File: config.mk
export PLATFORM = sky130hd
export DESIGN_NAME = fetch_ctrl_flat
export DESIGN_NICKNAME = d
export VERILOG_FILES = /design/src/rtl/wisc_pkg.sv /design/src/rtl/fetch_ctrl_if.sv /design/src/rtl/fetch_perf_cnt.sv /design/src/rtl/fetch_ctrl.sv /design/src/flat_wrapper.sv
export SDC_FILE = /design/constraint.sdc
export NUM_CORES = 1
export LEC_CHECK = 0
export BUFFER_PORTS_ARGS = -buffer_cell sky130_fd_sc_hd__buf_2
export CAP_MARGIN = 20
export CORE_MARGIN = 3
export CORE_UTILIZATION = 49
export DETAILED_ROUTE_END_ITERATION = 8
export GPL_TIMING_DRIVEN = 0
export PLACE_DENSITY = 0.78
export SLEW_MARGIN = 10
export SYNTH_ARGS = -nofsm -noshare
export SYNTH_HDL_FRONTEND = slang
export SYNTH_SLANG_ARGS = --single-unit
File: constraint.sdc
create_clock -name clk -period 2.45 [get_ports clk]
set_input_delay 0 -clock clk [delete_from_list [all_inputs] [get_ports clk]]
set_output_delay 0 -clock clk [all_outputs]
set_load 0.01 [all_outputs]
File: src/rtl/wisc_pkg.sv
// rtl/wisc_pkg.sv - shared constants, fetch-state enum and opcode helper for the 16-bit core
package wisc_pkg;

  localparam logic [15:0] NOP_INSTR   = 16'h0000;
  localparam logic [3:0]  HALT_OPCODE = 4'hF;
  localparam int          OPC_HI      = 15;
  localparam int          OPC_LO      = 12;

  typedef enum logic [0:0] {
    FETCH = 1'b0,
    HALT  = 1'b1
  } fetch_state_e;

  function automatic logic [3:0] opcode_of(input logic [15:0] instr);
    return instr[OPC_HI:OPC_LO];
  endfunction

endpackage

File: src/rtl/fetch_ctrl_if.sv
// rtl/fetch_ctrl_if.sv - fetch sequencer bus: hazard/branch inputs, imem read port, IF/ID outputs
interface fetch_ctrl_if;

  logic        stall;
  logic        br_taken;
  logic [15:0] br_target;
  logic [15:0] im_instr;
  logic [15:0] im_addr;
  logic        im_rd_en;
  logic [15:0] ifid_instr;
  logic [15:0] ifid_pc_plus1;
  logic        ifid_vld;
  logic        halted;

  modport master (
    input  stall, br_taken, br_target, im_instr,
    output im_addr, im_rd_en, ifid_instr, ifid_pc_plus1, ifid_vld, halted
  );

  modport slave (
    output stall, br_taken, br_target, im_instr,
    input  im_addr, im_rd_en, ifid_instr, ifid_pc_plus1, ifid_vld, halted
  );

endinterface

File: src/rtl/fetch_perf_cnt.sv
// rtl/fetch_perf_cnt.sv - three saturating 16-bit event counters for fetch, stall and flush
module fetch_perf_cnt (
  input  logic        clk,
  input  logic        rst,
  input  logic        i_fetch_inc,
  input  logic        i_stall_inc,
  input  logic        i_flush_inc,
  output logic [15:0] o_fetch_cnt,
  output logic [15:0] o_stall_cnt,
  output logic [15:0] o_flush_cnt
);

  logic [15:0] r_fetch_cnt;
  logic [15:0] r_stall_cnt;
  logic [15:0] r_flush_cnt;

  always_ff @(posedge clk or posedge rst) begin
    if (rst) begin
      r_fetch_cnt <= 16'h0000;
      r_stall_cnt <= 16'h0000;
      r_flush_cnt <= 16'h0000;
    end else begin
      if (i_fetch_inc && (r_fetch_cnt != 16'hFFFF)) r_fetch_cnt <= r_fetch_cnt + 16'd1;
      if (i_stall_inc && (r_stall_cnt != 16'hFFFF)) r_stall_cnt <= r_stall_cnt + 16'd1;
      if (i_flush_inc && (r_flush_cnt != 16'hFFFF)) r_flush_cnt <= r_flush_cnt + 16'd1;
    end
  end

  assign o_fetch_cnt = r_fetch_cnt;
  assign o_stall_cnt = r_stall_cnt;
  assign o_flush_cnt = r_flush_cnt;

endmodule

File: src/rtl/fetch_ctrl.sv
// rtl/fetch_ctrl.sv - PC owner and IF/ID register with stall, branch flush and halt.
// Optional event counters are built when FETCH_PERF_CNT_EN is defined.
module fetch_ctrl #(
  parameter logic [15:0] RESET_PC    = 16'h0000,
  parameter logic [3:0]  HALT_OPCODE = wisc_pkg::HALT_OPCODE,
  parameter logic [15:0] NOP_INSTR   = wisc_pkg::NOP_INSTR
) (
  input  logic        clk,
  input  logic        rst,
  fetch_ctrl_if.master bus
`ifdef FETCH_PERF_CNT_EN
  ,
  output logic [15:0] fetch_cnt,
  output logic [15:0] stall_cnt,
  output logic [15:0] flush_cnt
`endif
);

  import wisc_pkg::*;

  localparam logic [0:0] ST_FETCH = FETCH;
  localparam logic [0:0] ST_HALT  = HALT;

  logic [0:0]  r_state;
  logic [15:0] r_pc;
  logic [15:0] r_ifid_instr;
  logic [15:0] r_ifid_pc_plus1;
  logic        r_ifid_vld;

  logic        w_in_fetch;
  logic        w_advance;
  logic        w_halt_op;
  logic [15:0] w_pc_plus1;

  assign w_in_fetch = (r_state == ST_FETCH);
  assign w_advance  = w_in_fetch & ~bus.br_taken & ~bus.stall;
  assign w_halt_op  = (opcode_of(bus.im_instr) == HALT_OPCODE);
  assign w_pc_plus1 = r_pc + 16'd1;

  // Branch beats stall beats advance; a halt opcode freezes the PC on the halt itself.
  always_ff @(posedge clk or posedge rst) begin
    if (rst) begin
      r_state         <= ST_FETCH;
      r_pc            <= RESET_PC;
      r_ifid_instr    <= NOP_INSTR;
      r_ifid_pc_plus1 <= 16'h0000;
      r_ifid_vld      <= 1'b0;
    end else if (w_in_fetch) begin
      if (bus.br_taken) begin
        r_pc         <= bus.br_target;
        r_ifid_instr <= NOP_INSTR;
        r_ifid_vld   <= 1'b0;
      end else if (!bus.stall) begin
        r_ifid_instr    <= bus.im_instr;
        r_ifid_pc_plus1 <= w_pc_plus1;
        r_ifid_vld      <= 1'b1;
        if (w_halt_op) r_state <= ST_HALT;
        else           r_pc    <= w_pc_plus1;
      end
    end else if (!bus.stall) begin
      r_ifid_instr <= NOP_INSTR;
      r_ifid_vld   <= 1'b0;
    end
  end

  assign bus.im_addr       = r_pc;
  assign bus.im_rd_en      = w_in_fetch & ~bus.stall;
  assign bus.ifid_instr    = r_ifid_instr;
  assign bus.ifid_pc_plus1 = r_ifid_pc_plus1;
  assign bus.ifid_vld      = r_ifid_vld;
  assign bus.halted        = (r_state == ST_HALT);

`ifdef FETCH_PERF_CNT_EN
  fetch_perf_cnt u_perf (
    .clk         (clk),
    .rst         (rst),
    .i_fetch_inc (w_advance),
    .i_stall_inc (w_in_fetch & bus.stall & ~bus.br_taken),
    .i_flush_inc (w_in_fetch & bus.br_taken),
    .o_fetch_cnt (fetch_cnt),
    .o_stall_cnt (stall_cnt),
    .o_flush_cnt (flush_cnt)
  );
`endif

endmodule

File: src/flat_wrapper.sv
// flat-port wrapper written by rule: the top's interface ports become plain ports
module fetch_ctrl_flat import wisc_pkg::*;
#(
  parameter logic [15:0] RESET_PC    = 16'h0000,
  parameter logic [3:0]  HALT_OPCODE = wisc_pkg::HALT_OPCODE,
  parameter logic [15:0] NOP_INSTR   = wisc_pkg::NOP_INSTR
)
  (clk, rst, bus_stall, bus_br_taken, bus_br_target, bus_im_instr, bus_im_addr, bus_im_rd_en, bus_ifid_instr, bus_ifid_pc_plus1, bus_ifid_vld, bus_halted);
  fetch_ctrl_if bus_i ();
  input  logic clk;
  input  logic rst;
  input wire logic [$bits(bus_i.stall)-1:0] bus_stall;
  input wire logic [$bits(bus_i.br_taken)-1:0] bus_br_taken;
  input wire logic [$bits(bus_i.br_target)-1:0] bus_br_target;
  input wire logic [$bits(bus_i.im_instr)-1:0] bus_im_instr;
  output wire logic [$bits(bus_i.im_addr)-1:0] bus_im_addr;
  output wire logic [$bits(bus_i.im_rd_en)-1:0] bus_im_rd_en;
  output wire logic [$bits(bus_i.ifid_instr)-1:0] bus_ifid_instr;
  output wire logic [$bits(bus_i.ifid_pc_plus1)-1:0] bus_ifid_pc_plus1;
  output wire logic [$bits(bus_i.ifid_vld)-1:0] bus_ifid_vld;
  output wire logic [$bits(bus_i.halted)-1:0] bus_halted;
  assign bus_i.stall = bus_stall;
  assign bus_i.br_taken = bus_br_taken;
  assign bus_i.br_target = bus_br_target;
  assign bus_i.im_instr = bus_im_instr;
  assign bus_im_addr = bus_i.im_addr;
  assign bus_im_rd_en = bus_i.im_rd_en;
  assign bus_ifid_instr = bus_i.ifid_instr;
  assign bus_ifid_pc_plus1 = bus_i.ifid_pc_plus1;
  assign bus_ifid_vld = bus_i.ifid_vld;
  assign bus_halted = bus_i.halted;
  fetch_ctrl #(.RESET_PC(RESET_PC), .HALT_OPCODE(HALT_OPCODE), .NOP_INSTR(NOP_INSTR)) u_core (.clk(clk), .rst(rst), .bus(bus_i));
endmodule
==> results of run 1 <==
[worst paths after layout]
path,start,endpoint,depth (start not counted)
min reg2reg,u_core.bus.ifid_pc_plus1[9],u_core.bus.ifid_pc_plus1[9],2
max reg2reg,u_core.bus.im_addr[0],u_core.bus.im_addr[12],5
max in group asynchronous,rst,u_core.bus.ifid_pc_plus1[0],4
min,bus_br_target[7],u_core.bus.im_addr[7],3
min in group asynchronous,rst,u_core.bus.im_addr[11],3
max,u_core.bus.im_addr[0],u_core.bus.im_addr[12],5
[Yosys cell counts (all sizes together) (3+ instances only)]
| library cell | count | area share, % |
|---|---|---|
| o2bb2ai | 3 | 1.1 |
| nor4 | 5 | 2.1 |
| nor3 | 8 | 1.7 |
| a2bb2oi | 3 | 1.1 |
| nand2 | 29 | 4.6 |
| clkbuf | 13 | 2.1 |
| dfrtp | 50 | 53 |
| a22o | 16 | 5.9 |
| a22oi | 3 | 0.95 |
| inv | 6 | 0.95 |
| nor2 | 14 | 2.2 |
| nand4 | 4 | 1.3 |
| a21oi | 10 | 2.1 |
| a31oi | 5 | 1.3 |
| buf | 3 | 0.58 |
| nand3 | 5 | 1.5 |
| xnor2 | 12 | 4.4 |
| o21ai | 25 | 5.3 |
[state kept, by name, summed over array words and instances, names as in the netlist]
signal	count
u_core.bus.im_addr	16
u_core.bus.ifid_instr	16
u_core.bus.ifid_vld	1
u_core.bus.halted	1
u_core.bus.ifid_pc_plus1	16
[power groups by stage]
stage	logic (mW)	clock network, mW	registers [mW]
floorplan	0.0487	0	0.866
global placement	0.110	0	0.859
detailed placement	0.118	0	0.859
CTS	0.142	0.601	0.843
global route	0.158	0.641	0.844
finish	0.142	0.588	0.843
[critical path, delay by kind of cell, from the launching register on]
kind                     cells  cell delay [ps]
flip-flops                   1              480
adder cells (fa/ha/maj)      1              280
AO/OA/AOI/OAI                2              340
AND/OR/NAND/NOR              2              820
[layout make-up]
cell class              instances  area [µm²]
plain buffers                  16        63.8
clock buffers                   5        68.8
clock inverters                 3        43.8
fillers                       353        1320
inverters                       6        22.5
multi-input cells             165        1040
flip-flops and latches         50        1250
well taps                      52        65.1
repair buffers                105         636
[through the flow]
step / worst slack (ps) / util (%) / power [mW] / hold slack, ps / instance area, µm²
6_report: 441 / 70.8 / 1.57 / 4.83 / 3190
5_1_grt: 316 / 70.8 / 1.64 / 21.7 / 3190
4_1_cts: 441 / 70.8 / 1.59 / 0.0587 / 3190
3_5_place_dp: 484 / 64.1 / 0.978 / -27.1 / 2890
3_3_place_gp: 510 / 63.6 / 0.970 / 227 / 2870
2_1_floorplan: 631 / - / 0.915 / 50.0 / 2380
[routing by layer]
| metal | share of wire, % | up-vias | GRT usage, % |
|---|---|---|---|
| li1 | - | 1082 | - |
| met3 | 6.6 | 11 | 5.28 |
| met1 | 45 | 1068 | 32.6 |
| met4 | 1.3 | 0 | 5.63 |
| met5 | 0 | - | 0 |
| met2 | 47 | 91 | 38.3 |
[cells by family after synthesis]
| kind of cell | after synthesis |
|---|---|
| and+or+nand+nor | 69 |
| adders and majority gates | 1 |
| buffers and inverters | 22 |
| AOI/OAI and AO/OA | 79 |
| DFF | 50 |
| muxes | 2 |
| xor gates and xnor gates | 14 |
[placed cells by master (no fill, tap or decap), types with 5 or more instances in the layout]
master and n:
clkbuf_8 5, dlygate4sd3_1 19, buf_2 87, a22o_1 16, nand2_1 29, a21oi_1 10
dfrtp_1 50, nor2_1 14, o21ai_0 24, nor3_1 8, inv_1 5, clkbuf_1 12
a31oi_1 5, xnor2_1 12
==> results by group, run 1 <==
Status
  • Outcome: complete, no violations

STA
  • Max Freq: 498 MHz
  • Setup Viol. Count Final: 0
  • Worst-margin pin slew: 618 ps
  • Clk_skew: 6.41 ps
  • Min Tclk post-route: 2010 ps
  • Unrepaired setup endpoints after global routing: no
  • Fin Setup TNS: 0 ps
  • Final worst path period share: 82.0%
  • Max Slew Vio Count: 0
  • Final Hold Vio Count: 0
  • Relative slew margins: 58.7%

Power
  • Cell Pwr Density: 493 nW/µm²
  • Sw frac: 23.1%
  • Peak supply drop: 0.000292 V
  • Comb power frac: 9.0%
  • Clk pwr share: 37.4%
  • P_int: 1.21 mW
  • Sequential Power Share: 53.6%
  • Sw Pwr: 0.363 mW
  • Leakage Power: 1.57 nW

Clocking
  • Post-CTS sizing: 0
  • Clk sinks: 50
  • Cts-stage hold buffer count: 19
  • Later-pin clock latency in the skew report: 300 ps
  • CTS tree: built
  • Cts bufs inserted: 5
  • Clock slew at reported path FFs: 90 ps
  • Post-CTS setup buffers: 0
  • H-tree depth: 2
  • Clk root buf: clkbuf_8
  • Clk buf depth: 2

Job
  • Max-Cap Viols: 0

Global route
  • Largest net degree at the start of global routing: 39
  • Vias in the first global route: 2082
  • GRT overflow: 0
  • Global Route Usage Sum: 23.7%
  • Initial antenna violation count: 0
  • Global-route wire length before repair: 10200 µm

Synthesis
  • Simple-Gate Fraction of Synth Area: 14.7%
  • Synth Area per Inst: 10.0 µm²
  • Post-synthesis adder-cell area fraction: 0.527%
  • Post-Syn Area: 2380 µm²
  • Mux share of post-synthesis cell area: 0.843%
  • Combinational family with the most area after synthesis: compound AO/OA/AOI/OAI gates
  • Synth Area in XOR/XNOR: 5.16%
  • Mapped Cells: 237
  • Post-synth EDFFs: 0
  • Ys flop type: dfrtp_1
  • Yosys warnings: 0
  • Post-synth cell types: 41
  • Synth Area in Compound Gates: 22.5%
  • Post-synthesis sequential area ratio: 52.7%
  • Register bit count reported by yosys: 50
  • Syn nets: 274
  • Post-synth ARST share: 100%

Placed design
  • Placed insts: 375
  • Placer congestion estimate: 0.879
  • PortBufs: 85
  • Dpl hpwl: 4650 µm

Drt
  • Residual DRC: 0
  • Post-Route WL: 6540 µm
  • Drt first pass iters: 6
  • Via count: 2252
  • Detail Route Antenna Nets: 0
  • WL per Instance: 16.3 µm
  • Via density: 5.60
  • Initial DRC Count: 166

Floorplanning
  • Initial Util: 52.8%
  • Chip Height: 75.6 µm
  • Die X-Extent: 75.6 µm
  • DIE AREA: 5720 µm²
  • Core box area: 4500 µm²
  • I/O pins: 87
  • Rows: 24

Setup path
  • Internal reg-to-reg setup slack: 440 ps
  • Arr. time, crit path: 2230 ps
  • Critical Path Sink Type: flop
  • Critical Path Fanout Max: 9
  • Worst EP required: 2670 ps
  • CP max stage delay: 600 ps
  • CP startpoint kind: flop
  • Critical path class: flop to flop
  • CP max-delay cell: or4_4
  • Critical-path cell list: ha_1 > nand3_2 > or4_4 > a21oi_1 > a2bb2oi_1

Worst hold path
  • Worst Hold Class: input port to flop

Cells and area
  • Final cell count without fillers: 402
  • Fin nets: 386
  • Area delta synth->final: 34.2%
  • # diodes: 0
  • Share of cells above drive strength 1: 30.0%
No activity file was read; power rests on OpenSTA's default activity.
==> run 2: changes to the inputs <==
- clock period: 2.45 -> 1.95 ns (I/O delays scaled with it)
==> run 2 against run 1 <==
  * Register-to-register slack got worse by 360 ps
  * Clock skew increased by 0.97 ps
  * Cell area increased by 0.59%
  * Global-route usage about the same
  * Critical path type unchanged
  * First-iteration DRC count decreased by 3.0%
  * Final cell count increased by 0.25%
  * Sequential share of layout area decreased by 0.19 points
  * Combinational power increased by 25%
  * Worst setup slack got worse by 360 ps
  * Maximum frequency increased by 7.5%
  * Hold slack improved by 3.4 ps
  * Power increased by 26%
==> results by group, run 2 (same netlist as run 1, synthesis figures left out) <==
Job
  • Max-Cap Viols: 0 (unchanged)

Cells and area
  • # diodes: 0 (unchanged)
  • Share of cells above drive strength 1: 30.8% (+0.77 points)
  • Fin nets: 387 (+0.26%)
  • Final cell count without fillers: 403 (+0.25%)
  • # fillers: 349 (-1.1%)
  • Commonest non-fill, non-tap cell in the layout: buf_2
  • Register Area: 1250 µm² (about the same)
  • Area delta synth->final: 35.0%
  • Final Util: 71.2% (+0.42 points)
  • Most frequent cells in the layout: buf_2, dfrtp_1, nand2_1
  • Fin area: 3210 µm² (+0.59%)
  • Area occupied by multi-input gates: 1050 µm² (+0.96%)

Setup path
  • Critical path class: flop to flop
  • CP startpoint kind: flop
  • CP max-delay cell: or4_4
  • Worst path top cell family by delay: simple AND/OR/NAND/NOR gates
  • Arr. time, crit path: 2100 ps (-130 ps)
  • CP max stage delay: 580 ps (-20 ps)
  • Critical-path cell list: ha_2 > nand3_4 > or4_4 > a21oi_1 > a2bb2oi_1
  • CP bufs+invs: 0 (unchanged)
  • Critical Path Fanout Max: 9 (unchanged)
  • Critical Path Sink Type: flop
  • Worst EP required: 2180 ps (-490 ps)

Clocking
  • Clock slew at reported path FFs: 100 ps (about the same)
  • Clk buf depth: 2 (unchanged)
  • Clk root buf: clkbuf_8
  • H-tree depth: 2 (unchanged)
  • CTS tree: built
  • Clk sinks: 50 (unchanged)
  • Cts bufs inserted: 5 (unchanged)
  • Later-pin clock latency in the skew report: 310 ps (about the same)

Placed design
  • PortBufs: 85 (unchanged)
  • Dpl hpwl: 4650 µm (unchanged)
  • Placer congestion estimate: 0.879 (unchanged)
  • Worst slack, placed: -16.4 ps (-500 ps)
  • Placed insts: 375 (unchanged)
  • Placed cell areas: 2890 µm² (unchanged)

Drt
  • Post-Route WL: 6580 µm (+0.63%)
  • Drt first pass iters: 4 (-2)
  • Residual DRC: 0 (unchanged)
  • Initial DRC Count: 161 (-3.0%)
  • Detail Route Antenna Nets: 0 (unchanged)
  • WL per Instance: 16.3 µm (+0.38%)
  • Via count: 2257 (+0.22%)
  • Via density: 5.60 (about the same)

Floorplanning
  • Initial Util: 52.8% (unchanged)
  • Die X-Extent: 75.6 µm (unchanged)
  • I/O pins: 87 (unchanged)
  • Chip Height: 75.6 µm (unchanged)
  • Core box area: 4500 µm² (unchanged)
  • DIE AREA: 5720 µm² (unchanged)
  • Rows: 24 (unchanged)

Power
  • Peak supply drop: 0.000368 V (+26%)
  • Final Power: 1.98 mW (+26%)
  • Leakage Power: 1.57 nW (about the same)
  • Cell Pwr Density: 617 nW/µm² (+25%)

STA
  • Worst setup slack after layout: 81.1 ps (-360 ps)
  • Max Freq: 535 MHz (+7.5%)
  • Clk_skew: 7.38 ps (+0.970 ps)
  • Relative slew margins: 59.3% (+0.63 points)
  • Worst-margin pin slew: 609 ps (-9.45 ps)
  • Max Slew Vio Count: 0 (unchanged)
  • Setup Viol. Count Final: 0 (unchanged)
  • Final worst path period share: 95.8% (+14 points)
  • Worst hold slack: 8.23 ps (+3.40 ps)
  • Fin Setup TNS: 0 ps (unchanged)
  • Final Hold Vio Count: 0 (unchanged)
  • Min Tclk post-route: 1870 ps (-140 ps)

Status
  • Outcome: complete, no violations

Global route
  • Global-route wire length before repair: 10300 µm (+0.14%)
  • Initial antenna violation count: 0 (unchanged)
  • GRT overflow: 0 (unchanged)
  • Vias in the first global route: 2086 (+0.19%)
  • Global Route Usage Sum: 23.7% (+0.028 points)
  • Largest net degree at the start of global routing: 39 (unchanged)

Worst hold path
  • Worst Hold Class: input port to flop
run 2: changes by cell type in the layout (fill, tap and decap cells not counted):
| cell | delta |
|---|---|
| buf_4 | +1 |
| nand3_4 | +1 |
| ha_1 | -1 |
| nand3_2 | -1 |
| ha_2 | +1 |
| dfrtp_2 | +1 |
| dfrtp_1 | -1 |
run 2: area by class of cell:
type                    instances  share of cell area (%)
plain buffers                  16                    1.99
clock inverters                 3                    1.37
inverters                       6                   0.702
well taps                      52                    2.03
flip-flops and latches         50                    39.0
clock buffers                   5                    2.15
multi-input cells             165                    32.7
repair buffers                106                    20.0
run 2: final timing paths:
kind	to	start	cells past startpoint	slack (ps)
min in group asynchronous	u_core.bus.im_addr[11]	rst	3	180
worst max register to register	u_core.bus.im_addr[12]	u_core.bus.im_addr[1]	5	80
worst max-delay path	u_core.bus.im_addr[12]	u_core.bus.im_addr[1]	5	80
worst min register to register	u_core.bus.ifid_pc_plus1[9]	u_core.bus.ifid_pc_plus1[9]	2	480
max in group asynchronous	u_core.bus.im_addr[0]	rst	4	1270
worst min-delay path	u_core.bus.im_addr[7]	bus_br_target[7]	3	8
run 2: report_power, final:
part	leakage, nW	switching, mW	internal [mW]	total [mW]
registers	0.660	0.00736	1.05	1.06
clock network	0.0585	0.358	0.385	0.743
logic	0.852	0.0941	0.0840	0.178
total	1.57	0.459	1.52	1.98
run 2: repair_timing:
item,CTS,global route
gates resized for setup,2,1
hold buffers,19,0
cloned,0,0
hold endpoints to repair,68,0
buffers inserted,0,1
setup endpoints to repair,1,4
run 2: per-layer routing:
metal	vias up	track usage, %	part of all wire (%)
met2	92	38.3	47
met3	9	5.28	7.9
met4	0	5.63	1.2
met5	-	0	0
met1	1069	32.7	44
li1	1087	-	-
run 2: tightest hold or removal path, cell delays in order:
cell,delay (ps)
buf_2,80
a21oi_1,50
o2bb2ai_1,140
==> run 3: changes to the inputs <==
- clock period: 1.95 -> 1.9 ns (I/O delays scaled with it)
==> run 3 against run 2 <==
  * Non-clock buffer count up 1
  * Final cell count up 0.25%
  * Combinational power up 3%
  * Die area unchanged
  * Via count down 0.22%
  * Clock skew down 1.4 ps
  * Worst setup slack better by 26 ps
  * Maximum frequency up 4.3%
==> results by group, run 3 (same netlist as run 1, synthesis figures left out) <==
Status
  • Outcome: complete, no violations

Setup path
  • Critical Path Sink Type: flop
  • CP max-delay cell: or4_4
  • CP startpoint kind: flop
  • Arr. time, crit path: 2020 ps (-80 ps)
  • CP max stage delay: 580 ps (about the same)
  • Critical Path Fanout Max: 9 (unchanged)
  • Worst EP required: 2130 ps (-50 ps)
  • CP bufs+invs: 0 (unchanged)
  • Critical path class: flop to flop
  • Critical-path cell list: ha_4 > nand3_4 > or4_4 > a21oi_1 > a2bb2oi_1
  • Worst path top cell family by delay: simple AND/OR/NAND/NOR gates

Placed design
  • PortBufs: 85 (unchanged)
  • Dpl hpwl: 4650 µm (unchanged)
  • Placed cell areas: 2890 µm² (unchanged)
  • Placer congestion estimate: 0.879 (unchanged)
  • Worst slack, placed: -66.4 ps (-50.0 ps)

Power
  • Sequential Power Share: 53.6% (about the same)
  • Peak supply drop: 0.000407 V (+11%)
  • Cell Pwr Density: 628 nW/µm² (+1.8%)
  • Final Power: 2.03 mW (+2.4%)
  • Sw Pwr: 0.467 mW (+1.7%)
  • Sw frac: 23.0% (-0.16 points)
  • Clk pwr share: 37.4% (about the same)
  • P_int: 1.56 mW (+2.6%)
  • Comb power frac: 9.0% (about the same)
  • Leakage Power: 1.58 nW (+0.51%)

Cells and area
  • # fillers: 346 (-0.86%)
  • # diodes: 0 (unchanged)
  • Share of cells above drive strength 1: 31.3% (+0.48 points)
  • Area delta synth->final: 35.8%
  • Fin nets: 388 (+0.26%)
  • Commonest non-fill, non-tap cell in the layout: buf_2
  • Most frequent cells in the layout: buf_2, dfrtp_1, nand2_1
  • Fin area: 3230 µm² (+0.58%)

Drt
  • Drt first pass iters: 4 (unchanged)
  • Via density: 5.57 (-0.47%)
  • Post-Route WL: 6540 µm (-0.65%)
  • Initial DRC Count: 170 (+5.6%)
  • WL per Instance: 16.2 µm (-0.90%)
  • Detail Route Antenna Nets: 0 (unchanged)
  • Residual DRC: 0 (unchanged)
  • Via count: 2252 (-0.22%)

STA
  • Clk_skew: 5.95 ps (-1.43 ps)
  • Setup Viol. Count Final: 0 (unchanged)
  • Worst hold slack: 1.50 ps (-6.73 ps)
  • Max Slew Vio Count: 0 (unchanged)
  • Worst setup slack after layout: 107 ps (+26.3 ps)
  • Relative slew margins: 58.7% (-0.63 points)
  • Min Tclk post-route: 1790 ps (-76.3 ps)
  • Max Freq: 558 MHz (+4.3%)
  • Unrepaired setup endpoints after global routing: no
  • Final Hold Vio Count: 0 (unchanged)
  • Final worst path period share: 94.3% (-1.5 points)
  • Fin Setup TNS: 0 ps (unchanged)
  • Worst-margin pin slew: 618 ps (+9.46 ps)

Floorplanning
  • Rows: 24 (unchanged)
  • Die X-Extent: 75.6 µm (unchanged)
  • Chip Height: 75.6 µm (unchanged)
  • I/O pins: 87 (unchanged)
  • DIE AREA: 5720 µm² (unchanged)
  • Core box area: 4500 µm² (unchanged)
  • Initial Util: 52.8% (unchanged)

Clocking
  • Cts bufs inserted: 5 (unchanged)
  • Clk buf depth: 2 (unchanged)
  • H-tree depth: 2 (unchanged)
  • Later-pin clock latency in the skew report: 310 ps (about the same)
  • Clk sinks: 50 (unchanged)
  • Clk root buf: clkbuf_8
  • CTS tree: built
  • Clock slew at reported path FFs: 90 ps (about the same)

Job
  • Max-Cap Viols: 0 (unchanged)

Global route
  • Global-route wire length before repair: 10200 µm (-0.54%)
  • GRT overflow: 0 (unchanged)
  • Largest net degree at the start of global routing: 39 (unchanged)
  • Global Route Usage Sum: 23.7% (unchanged)
  • Vias in the first global route: 2079 (-0.34%)
  • Initial antenna violation count: 0 (unchanged)

Worst hold path
  • Worst Hold Class: input port to flop
[run 3: area by class of cell]
| type | instances | area [µm²] | area share (%) |
|---|---|---|---|
| Buffer | 16 | 65.1 | 2.02 |
| Clock buffer | 5 | 68.8 | 2.13 |
| Clock inverter | 3 | 43.8 | 1.36 |
| Inverter | 6 | 22.5 | 0.698 |
| Multi-Input combinational cell | 165 | 1060 | 32.8 |
| Sequential cell | 50 | 1250 | 38.8 |
| Tap cell | 52 | 65.1 | 2.02 |
| Timing Repair Buffer | 107 | 651 | 20.2 |
[run 3: layer usage]
metal	part of all wire, %	GRT usage [%]	up-vias
met5	0	0	-
met4	1.4	5.63	0
met3	7.7	5.67	10
met2	47	37.9	94
met1	44	32.7	1060
li1	-	-	1088
[run 3: worst paths after layout]
kind                                                   from                           to  slack [ps]  depth (start not counted)
worst max-delay path                  u_core.bus.im_addr[1]       u_core.bus.im_addr[12]         110                          5
worst min-delay path                       bus_br_target[2]        u_core.bus.im_addr[2]           1                          3
worst max register to register        u_core.bus.im_addr[1]       u_core.bus.im_addr[12]         110                          5
worst min register to register  u_core.bus.ifid_pc_plus1[9]  u_core.bus.ifid_pc_plus1[9]         480                          2
max in group asynchronous                               rst        u_core.bus.im_addr[0]        1220                          4
min in group asynchronous                               rst       u_core.bus.im_addr[11]         180                          3
[run 3: power groups by stage]
stage | clock network [mW] | logic [mW] | registers [mW]
2_1_floorplan | 0 | 0.0628 | 1.12
3_3_place_gp | 0 | 0.142 | 1.11
3_5_place_dp | 0 | 0.153 | 1.11
4_1_cts | 0.775 | 0.183 | 1.09
5_1_grt | 0.828 | 0.203 | 1.09
6_report | 0.758 | 0.183 | 1.09
[run 3: timing repair]
action,in CTS,in global routing
endpoints found under the hold margin,68,0
buffers inserted,0,2
endpoints found under the setup margin,3,3
hold buffers,19,0
resized for setup,3,3
[run 3: worst register-to-register path: cells and delay by family (launching register included)]
kind	cells	cell delay (ps)
AOI/OAI and AO/OA	2	340
DFF	1	450
and+or+nand+nor	2	720
adders and majority gates	1	200
[run 3: metrics by stage]
stage,utilization (%),std cells
5_1_grt,71.6,404
6_report,71.6,404
2_1_floorplan,-,237
3_3_place_gp,63.6,374
4_1_cts,71.1,402
3_5_place_dp,64.1,375
